[config.mk]
export PLATFORM = sky130hd
export DESIGN_NAME = ro_puf_engine
export DESIGN_NICKNAME = d
export VERILOG_FILES = /design/src/rtl/ro_puf_engine.sv
export SDC_FILE = /design/constraint.sdc
export NUM_CORES = 1
export LEC_CHECK = 0
export CORE_MARGIN = 2
export CORE_UTILIZATION = 40
export CTS_CLUSTER_DIAMETER = 120
export DETAILED_ROUTE_END_ITERATION = 10
export PLACE_DENSITY = 0.69
export SLEW_MARGIN = 10
export SYNTH_ARGS = -nofsm -noshare
export SYNTH_HDL_FRONTEND = slang
export SYNTH_SLANG_ARGS = --single-unit
[constraint.sdc]
create_clock -name CLK -period 2.3 [get_ports CLK]
set_input_delay 0.46 -clock CLK [delete_from_list [all_inputs] [get_ports CLK]]
set_output_delay 0.46 -clock CLK [all_outputs]
set_load 0.05 [all_outputs]
[src/rtl/ro_puf_engine.sv]
`default_nettype none
// ============================================================================
// Module      : ro_puf_engine
// Description : Ring-oscillator PUF measurement engine. Counts pair-wise
//               oscillator edges over a fixed window and compares each pair.
// Revision    : 1.0 - initial release
// ============================================================================
module ro_puf_engine #(
    parameter int NUM_RO   = 8,
    parameter int OSC_SIZE = 16,
    parameter int CNT_W    = 16,
    parameter int WINDOW   = 1024,
    parameter int SETTLE   = 16
) (
    input  logic                  CLK,
    input  logic                  rst_n,
    input  logic                  start,
    input  logic [OSC_SIZE-1:0]   cfg_sel,
    input  logic [OSC_SIZE-1:0]   cfg_bx,
    output logic                  ro_enable,
    output logic [OSC_SIZE-1:0]   ro_sel,
    output logic [OSC_SIZE-1:0]   ro_bx,
    input  logic [NUM_RO-1:0]     ro_in,
    output logic                  busy,
    output logic                  resp_valid,
    input  logic                  resp_ready,
    output logic [NUM_RO/2-1:0]   response,
    output logic [NUM_RO/2-1:0]   tie
);

    localparam int c_NPAIR = NUM_RO / 2;
    localparam int c_MAX_A = (SETTLE > WINDOW) ? SETTLE : WINDOW;
    localparam int c_MAX   = (c_MAX_A > c_NPAIR) ? c_MAX_A : c_NPAIR;
    localparam int c_PH_W  = $clog2(c_MAX + 1);

    localparam logic [c_PH_W-1:0] c_SETTLE_LAST = c_PH_W'(SETTLE - 1);
    localparam logic [c_PH_W-1:0] c_WINDOW_LAST = c_PH_W'(WINDOW - 1);
    localparam logic [c_PH_W-1:0] c_PAIR_LAST   = c_PH_W'(c_NPAIR - 1);
    localparam logic [CNT_W-1:0]  c_CNT_MAX     = '1;

    typedef enum logic [2:0] {
        S_IDLE    = 3'd0,
        S_SETTLE  = 3'd1,
        S_COUNT   = 3'd2,
        S_COMPARE = 3'd3,
        S_DONE    = 3'd4
    } state_t;

    state_t               r_state;
    state_t               w_next;
    logic [c_PH_W-1:0]    r_phase;
    logic                 w_accept;
    logic [NUM_RO-1:0]    r_sync1;
    logic [NUM_RO-1:0]    r_sync2;
    logic [NUM_RO-1:0]    r_hist;
    logic [NUM_RO-1:0]    w_rise;
    logic [CNT_W-1:0]     r_cnt [NUM_RO];

    assign w_accept = (r_state == S_IDLE) && start;
    assign w_rise   = r_sync2 & ~r_hist;

    always_comb begin
        w_next     = r_state;
        ro_enable  = 1'b0;
        busy       = 1'b1;
        resp_valid = 1'b0;
        case (r_state)
            S_IDLE: begin
                busy = 1'b0;
                if (start) w_next = S_SETTLE;
            end
            S_SETTLE: begin
                ro_enable = 1'b1;
                if (r_phase == c_SETTLE_LAST) w_next = S_COUNT;
            end
            S_COUNT: begin
                ro_enable = 1'b1;
                if (r_phase == c_WINDOW_LAST) w_next = S_COMPARE;
            end
            S_COMPARE: begin
                if (r_phase == c_PAIR_LAST) w_next = S_DONE;
            end
            S_DONE: begin
                resp_valid = 1'b1;
                if (resp_ready) w_next = S_IDLE;
            end
            default: w_next = S_IDLE;
        endcase
    end

    // Phase counter restarts on every state change; doubles as the pair index.
    always_ff @(posedge CLK) begin
        if (!rst_n) begin
            r_state <= S_IDLE;
            r_phase <= '0;
        end else begin
            r_state <= w_next;
            if (w_next != r_state || r_state == S_IDLE || r_state == S_DONE)
                r_phase <= '0;
            else
                r_phase <= r_phase + 1'b1;
        end
    end

    always_ff @(posedge CLK) begin
        if (!rst_n) begin
            ro_sel <= '0;
            ro_bx  <= '0;
        end else if (w_accept) begin
            ro_sel <= cfg_sel;
            ro_bx  <= cfg_bx;
        end
    end

    // Synchroniser and history run continuously so no stale edge appears at COUNT entry.
    always_ff @(posedge CLK) begin
        if (!rst_n) begin
            r_sync1 <= '0;
            r_sync2 <= '0;
            r_hist  <= '0;
        end else begin
            r_sync1 <= ro_in;
            r_sync2 <= r_sync1;
            r_hist  <= r_sync2;
        end
    end

    // Inputs at or above CLK/2 alias; counts are only meaningful below that rate.
    always_ff @(posedge CLK) begin
        if (!rst_n || w_accept) begin
            for (int i = 0; i < NUM_RO; i++) r_cnt[i] <= '0;
        end else if (r_state == S_COUNT) begin
            for (int i = 0; i < NUM_RO; i++) begin
                if (w_rise[i] && r_cnt[i] != c_CNT_MAX)
                    r_cnt[i] <= r_cnt[i] + 1'b1;
            end
        end
    end

    always_ff @(posedge CLK) begin
        if (!rst_n || w_accept) begin
            response <= '0;
            tie      <= '0;
        end else if (r_state == S_COMPARE) begin
            for (int k = 0; k < c_NPAIR; k++) begin
                if (r_phase == c_PH_W'(k)) begin
                    response[k] <= (r_cnt[2*k] > r_cnt[2*k+1]);
                    tie[k]      <= (r_cnt[2*k] == r_cnt[2*k+1]);
                end
            end
        end
    end

endmodule
`default_nettype wire

# [Word level (Yosys, flattened, before mapping)]
# Memory sizes are Yosys's and may differ from the RTL's.
# Index checks and enable logic that the tools add are counted.
[totals] reg_bits=78 mem_bits_rw=128 inputBits=44 out_inout_bits=43 elab_cells=134 memories=1
[memory_table] name="r_cnt" words=8 width=16 rd=8 rd_clocked_by_memory_dff=0 wr=8 line="57" rtl="logic [CNT_W-1:0] r_cnt [NUM_RO];"
[classes] add_sub_neg=9 magnitude_cmp=4 n_eq_ne=22 muxes=51 n_bitwise=11 reduce_logical=21
[ops] operator="16-bit by 1-bit adder with 16-bit output, second input constant" count=8
[ops] operator="16-bit two-way mux" count=8
[ops] operator="16-bit inequality test, second input constant" count=8
[ops] operator="16-bit == test" count=4
[ops] operator="16-bit greater-than comparator" count=4
[ops] operator="1-bit two-way mux" count=37
[ops] operator="11-bit by 2-bit == test with 1-bit output, second input constant" count=2
[ops] operator="3-bit two-way mux" count=5
[ops] operator="3-bit case mux with 5 select lines" count=1
[ops] operator="11-bit by 1-bit adder with 11-bit output, second input constant" count=1
[ops] operator="11-bit by 1-bit == test with 1-bit output, second input constant" count=1
[ops] operator="11-bit by 10-bit == test with 1-bit output, second input constant" count=1
[ops] operator="11-bit by 4-bit == test with 1-bit output, second input constant" count=1
[ops] operator="11-bit zero test" count=1
[ops] operator="1-bit logical AND" count=9
[ops] operator="8-bit bitwise AND" count=1
[ops] operator="8-bit inverter" count=1
[ops] operator="1-bit bitwise OR" count=8
[ops] operator="2-bit AND reduction" count=4
[ops] operator="3-bit by 2-bit == test with 1-bit output, second input constant" count=2
[ops] operator="2-bit OR reduction" count=2
[ops] operator="3-bit by 1-bit == test with 1-bit output, second input constant" count=1
[ops] operator="3-bit == test, second input constant" count=1
[ops] operator="3-bit zero test" count=1
[ops] operator="4 further kinds" count=6

# [Logic depth before layout (Yosys ltp)]
# Gate-level depths: netlist (run 1).
[depth] word_depth=8 ltp_mapped=8 mapped_depth_nobuf=7

# [Worst setup path after synthesis (run 1)]
# Ideal clock, no wire load.
[synth_path] path_kind="reg2reg" start="memory r_cnt[5][2] (netlist: r_cnt[1][18])" end="memory r_cnt[5][0] (netlist: r_cnt[1][16]) (enable)" setup_time_ps=411 arrival_ps=2118 t_required_ps=1889 setup_slack_ps=-229 stages_incl_launch_ff=6 path_buffers=1 synth_period_minus_slack_ps=2529 cell_sequence="edfxtp_1 and4_1 clkbuf_1 nand3_1 nor4_1 o21ai_0"
[synth_lines] element="start: declaration" line="57"

# [Worst setup path in the final report (run 1)]
[layout_path] start="register response[2]" end="output response[2]"
[layout_lines] element="start: declaration" line="27" rtl="output logic [NUM_RO/2-1:0] response,"
[layout_lines] element="start signal: indexed assignment" line="147" rtl="response[k] <= (r_cnt[2*k] > r_cnt[2*k+1]);"
# No word-level cell between the ends.

==> flow_results.xml, run 1 <==
<?xml version="1.0" encoding="UTF-8"?>
<metrics>
  <group name="timing">
    <metric name="slew_headroom" unit="">0.487</metric>
    <metric name="rsz0062_at_grt" unit="">no</metric>
    <metric name="setup_viol_count_final" unit="">0</metric>
    <metric name="tightestPinTransition" unit="ns">0.765</metric>
    <metric name="final_min_period_over_clock_period" unit="">0.965</metric>
    <metric name="final-hold-violation-count" unit="">0</metric>
    <metric name="post-route-min-period" unit="ns">2.22</metric>
    <metric name="timing_max_transition_violations_final" unit="">0</metric>
    <metric name="setup_ws_post_layout" unit="ns">0.0811</metric>
    <metric name="max_clock_freq" unit="MHz">451</metric>
    <metric name="fin_tns_setup" unit="ns">0</metric>
    <metric name="clock_skew" unit="ns">0.0290</metric>
  </group>
  <group name="clock_tree">
    <metric name="cts_tree" unit="">yes</metric>
    <metric name="ctsHtreeMaxLevel" unit="">1</metric>
    <metric name="cts_hold_buf" unit="">0</metric>
    <metric name="clk_latency" unit="ns">0.52</metric>
    <metric name="numClockSinks" unit="">206</metric>
    <metric name="clock_tree.buffer_depth" unit="">3</metric>
    <metric name="numCtsBuffers" unit="">22</metric>
    <metric name="clockRootBuffer" unit="">sky130_fd_sc_hd__clkbuf_16</metric>
    <metric name="worst_setup_hold_path_clk_slew" unit="ns">0.06</metric>
  </group>
  <group name="routing">
    <metric name="via_per_inst" unit="">5.07</metric>
    <metric name="wire_per_inst" unit="um">14.3</metric>
    <metric name="finalWirelength" unit="um">23300</metric>
    <metric name="drt-pass1-iter-count" unit="">5</metric>
    <metric name="antenna_violating_nets_post_route" unit="">0</metric>
    <metric name="routed-via-count" unit="">8250</metric>
    <metric name="drt_first_iter_violations" unit="">485</metric>
    <metric name="route.detailed.drc" unit="">0</metric>
  </group>
  <group name="yosys">
    <metric name="postSynthNetCount" unit="">1252</metric>
    <metric name="synthTopCellsByArea" unit="">sky130_fd_sc_hd__edfxtp_1 (35%), sky130_fd_sc_hd__dfxtp_1 (14%), sky130_fd_sc_hd__ha_1 (8.6%), sky130_fd_sc_hd__xnor2_1 (5.8%), sky130_fd_sc_hd__nor2_1 (5.2%)</metric>
    <metric name="edff_count_synth" unit="">128</metric>
    <metric name="most_instantiated_library_cell_after_synthesis" unit="">sky130_fd_sc_hd__nor2_1</metric>
    <metric name="synth_top_area_cell" unit="">sky130_fd_sc_hd__edfxtp_1</metric>
    <metric name="yosys_register_bits" unit="">206</metric>
    <metric name="total_number_of_yosys_warnings" unit="">0</metric>
    <metric name="syn_inst_count" unit="">1132</metric>
    <metric name="synth-seq-area-share" unit="">0.487</metric>
    <metric name="synth_top_cell_area_share" unit="">0.346</metric>
    <metric name="proportion_of_register_bits_with_asynchronous_set_or_reset_after_synthesis" unit="">0</metric>
    <metric name="synthesis.area_per_instance" unit="um^2">9.81</metric>
    <metric name="primary_flip_flop_cell_chosen_by_synthesis_mapping" unit="">sky130_fd_sc_hd__edfxtp_1</metric>
    <metric name="syn_area" unit="mm^2">0.0111</metric>
    <metric name="ys_top_cells_by_count" unit="">sky130_fd_sc_hd__nor2_1 (154), sky130_fd_sc_hd__edfxtp_1 (128), sky130_fd_sc_hd__nand2_1 (117), sky130_fd_sc_hd__dfxtp_1 (78), sky130_fd_sc_hd__inv_1 (78)</metric>
    <metric name="synth_cell_types" unit="">53</metric>
  </group>
  <group name="global_routing">
    <metric name="aggregate_global_route_resource_usage" unit="">0.163</metric>
    <metric name="grt_pass1_vias" unit="">8096</metric>
    <metric name="gr-total-overflow" unit="">0</metric>
    <metric name="grt_pass1_wl" unit="um">39300</metric>
    <metric name="antenna_violations_before_repair" unit="">2</metric>
    <metric name="pin_count_of_the_biggest_net_entering_global_routing" unit="">35</metric>
  </group>
  <group name="power_and_ir_drop">
    <metric name="vdd_ir_drop_max" unit="mV">0.405</metric>
    <metric name="leakage" unit="nW">4.99</metric>
    <metric name="power_per_cell_area" unit="mW/mm^2">685</metric>
  </group>
  <group name="layout">
    <metric name="fraction_of_the_core_area_covered_by_cells_at_the_end_of_the_flow" unit="">0.485</metric>
    <metric name="fin_nets" unit="">1354</metric>
    <metric name="layout-drive-gt1-share" unit="">0.0664</metric>
    <metric name="n_fill_cell" unit="">2541</metric>
    <metric name="syn2layout_area_growth" unit="%">20.2</metric>
    <metric name="insertedDiodeCount" unit="">0</metric>
  </group>
  <group name="setup_path">
    <metric name="crit-reg2reg-launch" unit="">r_cnt[0][49]</metric>
    <metric name="crit_buf_inv" unit="">1</metric>
    <metric name="critPathMaxFanout" unit="">2</metric>
    <metric name="crit_path_end_kind" unit="">output pin</metric>
    <metric name="reg2regPathDepth" unit="">7</metric>
    <metric name="cp_data_arrival_time" unit="ns">1.76</metric>
    <metric name="setup.reg_to_reg.worst_slack" unit="ns">0.16</metric>
    <metric name="critPathSlowestCell" unit="">sky130_fd_sc_hd__clkdlybuf4s50_1</metric>
    <metric name="worstSetupPathType" unit="">reg -&gt; out</metric>
    <metric name="cell_class_contributing_the_biggest_share_of_worst_path_delay" unit="">buffers and inverters</metric>
    <metric name="worstReg2RegEnd" unit="">response[1]</metric>
    <metric name="crit_path_cell_trace" unit="">clkdlybuf4s50_1</metric>
    <metric name="critical_path.max_stage_delay" unit="ns">0.85</metric>
    <metric name="critical_path_required" unit="ns">1.84</metric>
    <metric name="critPathLaunchType" unit="">flip-flop</metric>
  </group>
  <group name="floorplan">
    <metric name="rows" unit="">61</metric>
    <metric name="die_x" unit="um">171</metric>
    <metric name="area_of_the_die" unit="mm^2">0.0291</metric>
    <metric name="floorplan.initialDensity" unit="">0.403</metric>
    <metric name="ioPinCount" unit="">87</metric>
    <metric name="fp.dieH" unit="um">171</metric>
    <metric name="core" unit="mm^2">0.0276</metric>
  </group>
  <group name="run">
    <metric name="max_cap_viol_count" unit="">0</metric>
  </group>
  <group name="place">
    <metric name="globalplace.congestion" unit="">0.789</metric>
    <metric name="dpl.hpwl" unit="um">16600</metric>
    <metric name="port_buffers" unit="">86</metric>
    <metric name="placement.setup.worst_slack" unit="ns">-0.674</metric>
  </group>
  <group name="min_path">
    <metric name="worstHoldStart" unit="">r_sync1[0]</metric>
    <metric name="worst_hold_path.endpoint" unit="">r_sync2[0]</metric>
    <metric name="timing.hold.worst.class" unit="">reg -&gt; reg</metric>
    <metric name="whs_path_depth" unit="">1</metric>
  </group>
  <group name="status">
    <metric name="run_status" unit="">completed</metric>
  </group>
</metrics>
-- worst register-to-register path, stage by stage (launching register included) --
cell and delay (ns):
sky130_fd_sc_hd__edfxtp_1 0.46, sky130_fd_sc_hd__inv_1 0.09, sky130_fd_sc_hd__ha_1 0.23, sky130_fd_sc_hd__nor2b_1 0.14, sky130_fd_sc_hd__o211ai_1 0.17, sky130_fd_sc_hd__a2111oi_0 0.14
sky130_fd_sc_hd__or4b_2 0.63, sky130_fd_sc_hd__a21o_1 0.18
-- cells in the final DEF, fill, tap and decap left out, types with 3 or more instances in the layout --
cell	count
sky130_fd_sc_hd__mux2i_1	4
sky130_fd_sc_hd__ha_1	76
sky130_fd_sc_hd__and4_1	13
sky130_fd_sc_hd__clkbuf_8	3
sky130_fd_sc_hd__buf_12	9
sky130_fd_sc_hd__inv_1	78
sky130_fd_sc_hd__nand2b_1	3
sky130_fd_sc_hd__nor2b_1	4
sky130_fd_sc_hd__clkbuf_16	22
sky130_fd_sc_hd__or3_1	5
sky130_fd_sc_hd__nand3_1	62
sky130_fd_sc_hd__xnor2_1	73
sky130_fd_sc_hd__edfxtp_1	128
sky130_fd_sc_hd__bufinv_16	3
sky130_fd_sc_hd__nor3b_1	3
sky130_fd_sc_hd__and3_1	20
sky130_fd_sc_hd__o21ai_0	9
sky130_fd_sc_hd__nor2_1	154
sky130_fd_sc_hd__and2_1	31
sky130_fd_sc_hd__or2_2	7
sky130_fd_sc_hd__xor2_1	45
sky130_fd_sc_hd__nand4_1	40
sky130_fd_sc_hd__o211ai_1	4
sky130_fd_sc_hd__a21o_1	7
sky130_fd_sc_hd__a21oi_1	32
sky130_fd_sc_hd__nand2_1	117
sky130_fd_sc_hd__nor4b_1	3
sky130_fd_sc_hd__nor4_1	10
sky130_fd_sc_hd__dfxtp_1	77
sky130_fd_sc_hd__buf_4	23
sky130_fd_sc_hd__clkinv_2	3
sky130_fd_sc_hd__clkdlybuf4s50_1	81
sky130_fd_sc_hd__a21boi_0	32
sky130_fd_sc_hd__clkinv_1	5
sky130_fd_sc_hd__nor3_1	20
sky130_fd_sc_hd__nand3b_1	7
-- registers in the layout (all words and copies together) (netlist names) --
| signal | count |
|---|---|
| r_sync1 | 8 |
| r_state | 3 |
| r_cnt | 128 |
| ro_sel | 16 |
| ro_bx | 16 |
| response | 4 |
| r_phase | 11 |
| r_hist | 8 |
| tie | 4 |
| r_sync2 | 8 |
-- cells by family after synthesis --
group                    after synthesis  share of synthesized area
adder cells (fa/ha/maj)               76                     0.0856
flip-flops                           206                      0.487
multiplexers                           4                    0.00360
AND/OR/NAND/NOR                      510                      0.226
buffers and inverters                115                     0.0431
AO/OA/AOI/OAI                        103                     0.0616
XOR/XNOR                             118                     0.0930
-- timing repair --
| item | in CTS | in global routing |
|---|---|---|
| resized for setup | 1 | 5 |
| endpoints found under the setup margin | 128 | 29 |
| setup buffers | 0 | 0 |
| endpoints found under the hold margin | 0 | 0 |
-- layout make-up --
class	instances	area [um^2]	share of cell area
multi-input combinational	811	5250	0.393
inverter	78	293	0.0219
timing repair buffer	115	1180	0.0885
clock inverter	14	159	0.0119
tap	378	473	0.0354
sequential	206	5410	0.405
clock buffer	26	596	0.0446
-- where the power goes --
part	switching, W	total (W)	internal (W)
logic	0.000637	0.00113	0.000489
clock network	0.00148	0.00367	0.00220
registers	0.000205	0.00436	0.00415
-- through the flow --
stage | total power, W | cell area, um^2 | cells | hold WS (ns)
floorplan | 0.00511 | 11100 | 1132 | 0.412
global placement | 0.00551 | 12600 | 1588 | 0.416
detailed placement | 0.00555 | 12600 | 1588 | 0.423
CTS | 0.00925 | 13300 | 1628 | 0.441
global route | 0.00956 | 13400 | 1628 | 0.450
finish | 0.00915 | 13400 | 1628 | 0.438
-- worst max-delay path by stage --
stage,from,endpoint,slack [ns],depth (start not counted)
final,response[2],response[2],0.08,1
after global routing,r_cnt[1][0],r_cnt[1][4],0.004,7
after CTS,r_state[0],ro_enable,0.02,4
after detailed placement,start,r_cnt[1][3],-0.67,5
after global placement,start,r_cnt[1][1],-0.54,5
after floorplan,r_state[2],r_cnt[1][16],0.02,5
-- routing by layer --
layer	up-vias	routed length, um	global-route usage
met5	-	13	0
met4	2	354	0.0390
met3	31	1190	0.0328
met2	139	10800	0.269
met1	3943	10900	0.220
li1	4135	-	-
No activity file was read; power rests on OpenSTA's default activity.
==> run 2: changes to the inputs <==
--- a/config.mk
+++ b/config.mk
@@ -5,7 +5,7 @@
 export SDC_FILE = /design/constraint.sdc
 export NUM_CORES = 1
 export LEC_CHECK = 0
-export CORE_MARGIN = 2
+export CORE_MARGIN = 3
 export CORE_UTILIZATION = 40
 export CTS_CLUSTER_DIAMETER = 120
 export DETAILED_ROUTE_END_ITERATION = 10
==> flow_results.xml, run 2 (same netlist as run 1, synthesis figures left out) <==
<?xml version="1.0" encoding="UTF-8"?>
<metrics>
  <group name="floorplan">
    <metric name="die_x" unit="um">173</metric>
    <metric name="core" unit="mm^2">0.0271</metric>
    <metric name="ioPinCount" unit="">87</metric>
    <metric name="area_of_the_die" unit="mm^2">0.0298</metric>
    <metric name="floorplan.initialDensity" unit="">0.410</metric>
    <metric name="fp.dieH" unit="um">173</metric>
    <metric name="rows" unit="">60</metric>
  </group>
  <group name="power_and_ir_drop">
    <metric name="power_per_cell_area" unit="mW/mm^2">674</metric>
    <metric name="leakage" unit="nW">4.97</metric>
    <metric name="vdd_ir_drop_max" unit="mV">0.508</metric>
    <metric name="power" unit="W">0.00900</metric>
  </group>
  <group name="clock_tree">
    <metric name="cts_tree" unit="">yes</metric>
    <metric name="post_cts_resized" unit="">0</metric>
    <metric name="numClockSinks" unit="">206</metric>
    <metric name="ctsHtreeMaxLevel" unit="">1</metric>
    <metric name="clockRootBuffer" unit="">sky130_fd_sc_hd__clkbuf_16</metric>
    <metric name="number_of_setup_buffers_added_after_cts" unit="">0</metric>
    <metric name="numCtsBuffers" unit="">23</metric>
    <metric name="clock_tree.buffer_depth" unit="">3</metric>
    <metric name="worst_setup_hold_path_clk_slew" unit="ns">0.06</metric>
    <metric name="clk_latency" unit="ns">0.51</metric>
    <metric name="cts_hold_buf" unit="">0</metric>
  </group>
  <group name="routing">
    <metric name="routed-via-count" unit="">8117</metric>
    <metric name="antenna_violating_nets_post_route" unit="">0</metric>
    <metric name="drt_first_iter_violations" unit="">522</metric>
    <metric name="via_per_inst" unit="">5.00</metric>
    <metric name="drt-pass1-iter-count" unit="">5</metric>
    <metric name="wire_per_inst" unit="um">14.2</metric>
    <metric name="finalWirelength" unit="um">23100</metric>
    <metric name="route.detailed.drc" unit="">0</metric>
  </group>
  <group name="timing">
    <metric name="setup_viol_count_final" unit="">0</metric>
    <metric name="final-hold-violation-count" unit="">0</metric>
    <metric name="setup_ws_post_layout" unit="ns">0.0901</metric>
    <metric name="final_min_period_over_clock_period" unit="">0.961</metric>
    <metric name="post-route-min-period" unit="ns">2.21</metric>
    <metric name="fin_tns_setup" unit="ns">0</metric>
    <metric name="max_clock_freq" unit="MHz">453</metric>
    <metric name="tightestPinTransition" unit="ns">0.602</metric>
    <metric name="timing_max_transition_violations_final" unit="">0</metric>
    <metric name="slew_headroom" unit="">0.595</metric>
    <metric name="clock_skew" unit="ns">0.0177</metric>
    <metric name="rsz0062_at_grt" unit="">no</metric>
  </group>
  <group name="global_routing">
    <metric name="pin_count_of_the_biggest_net_entering_global_routing" unit="">48</metric>
    <metric name="aggregate_global_route_resource_usage" unit="">0.155</metric>
    <metric name="grt_pass1_wl" unit="um">39400</metric>
    <metric name="grt_pass1_vias" unit="">7967</metric>
    <metric name="antenna_violations_before_repair" unit="">0</metric>
    <metric name="gr-total-overflow" unit="">0</metric>
  </group>
  <group name="setup_path">
    <metric name="worstReg2RegEnd" unit="">response[1]</metric>
    <metric name="setup.reg_to_reg.worst_slack" unit="ns">0.14</metric>
    <metric name="critPathLaunchType" unit="">flip-flop</metric>
    <metric name="crit-reg2reg-launch" unit="">r_cnt[0][49]</metric>
    <metric name="cp_data_arrival_time" unit="ns">1.75</metric>
    <metric name="critical_path_required" unit="ns">1.84</metric>
    <metric name="reg2regPathDepth" unit="">7</metric>
    <metric name="crit_path_end_kind" unit="">output pin</metric>
    <metric name="critPathMaxFanout" unit="">6</metric>
    <metric name="worstSetupPathType" unit="">reg -&gt; out</metric>
  </group>
  <group name="run">
    <metric name="max_cap_viol_count" unit="">0</metric>
  </group>
  <group name="place">
    <metric name="dpl.hpwl" unit="um">16600</metric>
    <metric name="globalplace.congestion" unit="">0.828</metric>
    <metric name="port_buffers" unit="">86</metric>
    <metric name="placement.setup.worst_slack" unit="ns">0.0642</metric>
  </group>
  <group name="layout">
    <metric name="layout-drive-gt1-share" unit="">0.0687</metric>
    <metric name="syn2layout_area_growth" unit="%">20.1</metric>
    <metric name="layout.cells.most_common" unit="">sky130_fd_sc_hd__nor2_1</metric>
    <metric name="top_regs" unit="">r_cnt x128, ro_bx x16, ro_sel x16</metric>
    <metric name="top_register" unit="">r_cnt</metric>
    <metric name="largest_register_ffs" unit="">128</metric>
    <metric name="insertedDiodeCount" unit="">0</metric>
    <metric name="fin_nets" unit="">1356</metric>
    <metric name="n_fill_cell" unit="">2457</metric>
    <metric name="most-common-layout-cells" unit="">sky130_fd_sc_hd__nor2_1 (154), sky130_fd_sc_hd__edfxtp_1 (128), sky130_fd_sc_hd__nand2_1 (117)</metric>
  </group>
  <group name="min_path">
    <metric name="worst_hold_path.endpoint" unit="">r_state[0]</metric>
    <metric name="timing.hold.worst.class" unit="">in -&gt; reg</metric>
    <metric name="worstHoldStart" unit="">rst_n</metric>
    <metric name="whs_path_depth" unit="">3</metric>
  </group>
  <group name="status">
    <metric name="run_status" unit="">completed</metric>
  </group>
</metrics>
[run 2: changes by cell type in the layout (fill, tap and decap cells not counted), sizes merged]
cell           change
bufinv             -3
clkbuf             +3
buf                +1
clkdlybuf4s50      +1
clkinv             +1
dlymetal6s2s       -1
[run 2: routing by layer]
layer / track usage / part of all wire / vias up
li1: - / - / 4142
met1: 0.215 / 0.48 / 3819
met2: 0.250 / 0.46 / 123
met3: 0.0274 / 0.039 / 33
met4: 0.0429 / 0.022 / 0
met5: 0 / 0 / -
[run 2: worst max-delay path by stage]
| stage | slack, ns | end | startpoint | cells past startpoint |
|---|---|---|---|---|
| 2_1_floorplan | 0.02 | r_cnt[1][16] | r_state[2] | 5 |
| 3_3_place_gp | 0.11 | r_cnt[1][21] | start | 5 |
| 3_5_place_dp | 0.06 | r_cnt[1][24] | start | 5 |
| 4_1_cts | 0.05 | ro_enable | r_state[0] | 4 |
| 5_1_grt | 0.02 | response[3] | r_cnt[1][46] | 5 |
| 6_report | 0.09 | resp_valid | r_state[2] | 2 |
[run 2: layout make-up]
type,instances,area [um^2],share of cell area
clock inverters,12,61.3,0.00459
well taps,372,465,0.0349
flip-flops and latches,206,5410,0.405
clock buffers,29,669,0.0502
inverters,78,293,0.0219
multi-input cells,811,5240,0.393
repair buffers,116,1210,0.0908
[run 2: stage by stage]
step	cells	instance area (um^2)	util	hold slack (ns)
global placement	1583	12600	0.465	0.423
floorplan	1132	11100	-	0.412
CTS	1624	13300	0.492	0.341
global route	1624	13300	0.492	0.384
detailed placement	1583	12600	0.465	0.418
finish	1624	13300	0.492	0.368
[run 2: power by group]
group	total [W]	leakage, nW	internal, W	switching (W)
registers	0.00435	2.03	0.00415	0.000201
logic	0.00113	2.58	0.000492	0.000633
clock network	0.00353	0.366	0.00205	0.00148
[run 2: critical path, cell delays in order (launching register included)]
cell	delay, ns
sky130_fd_sc_hd__dfxtp_1	0.51
sky130_fd_sc_hd__nor3b_1	0.51
sky130_fd_sc_hd__buf_12	0.21
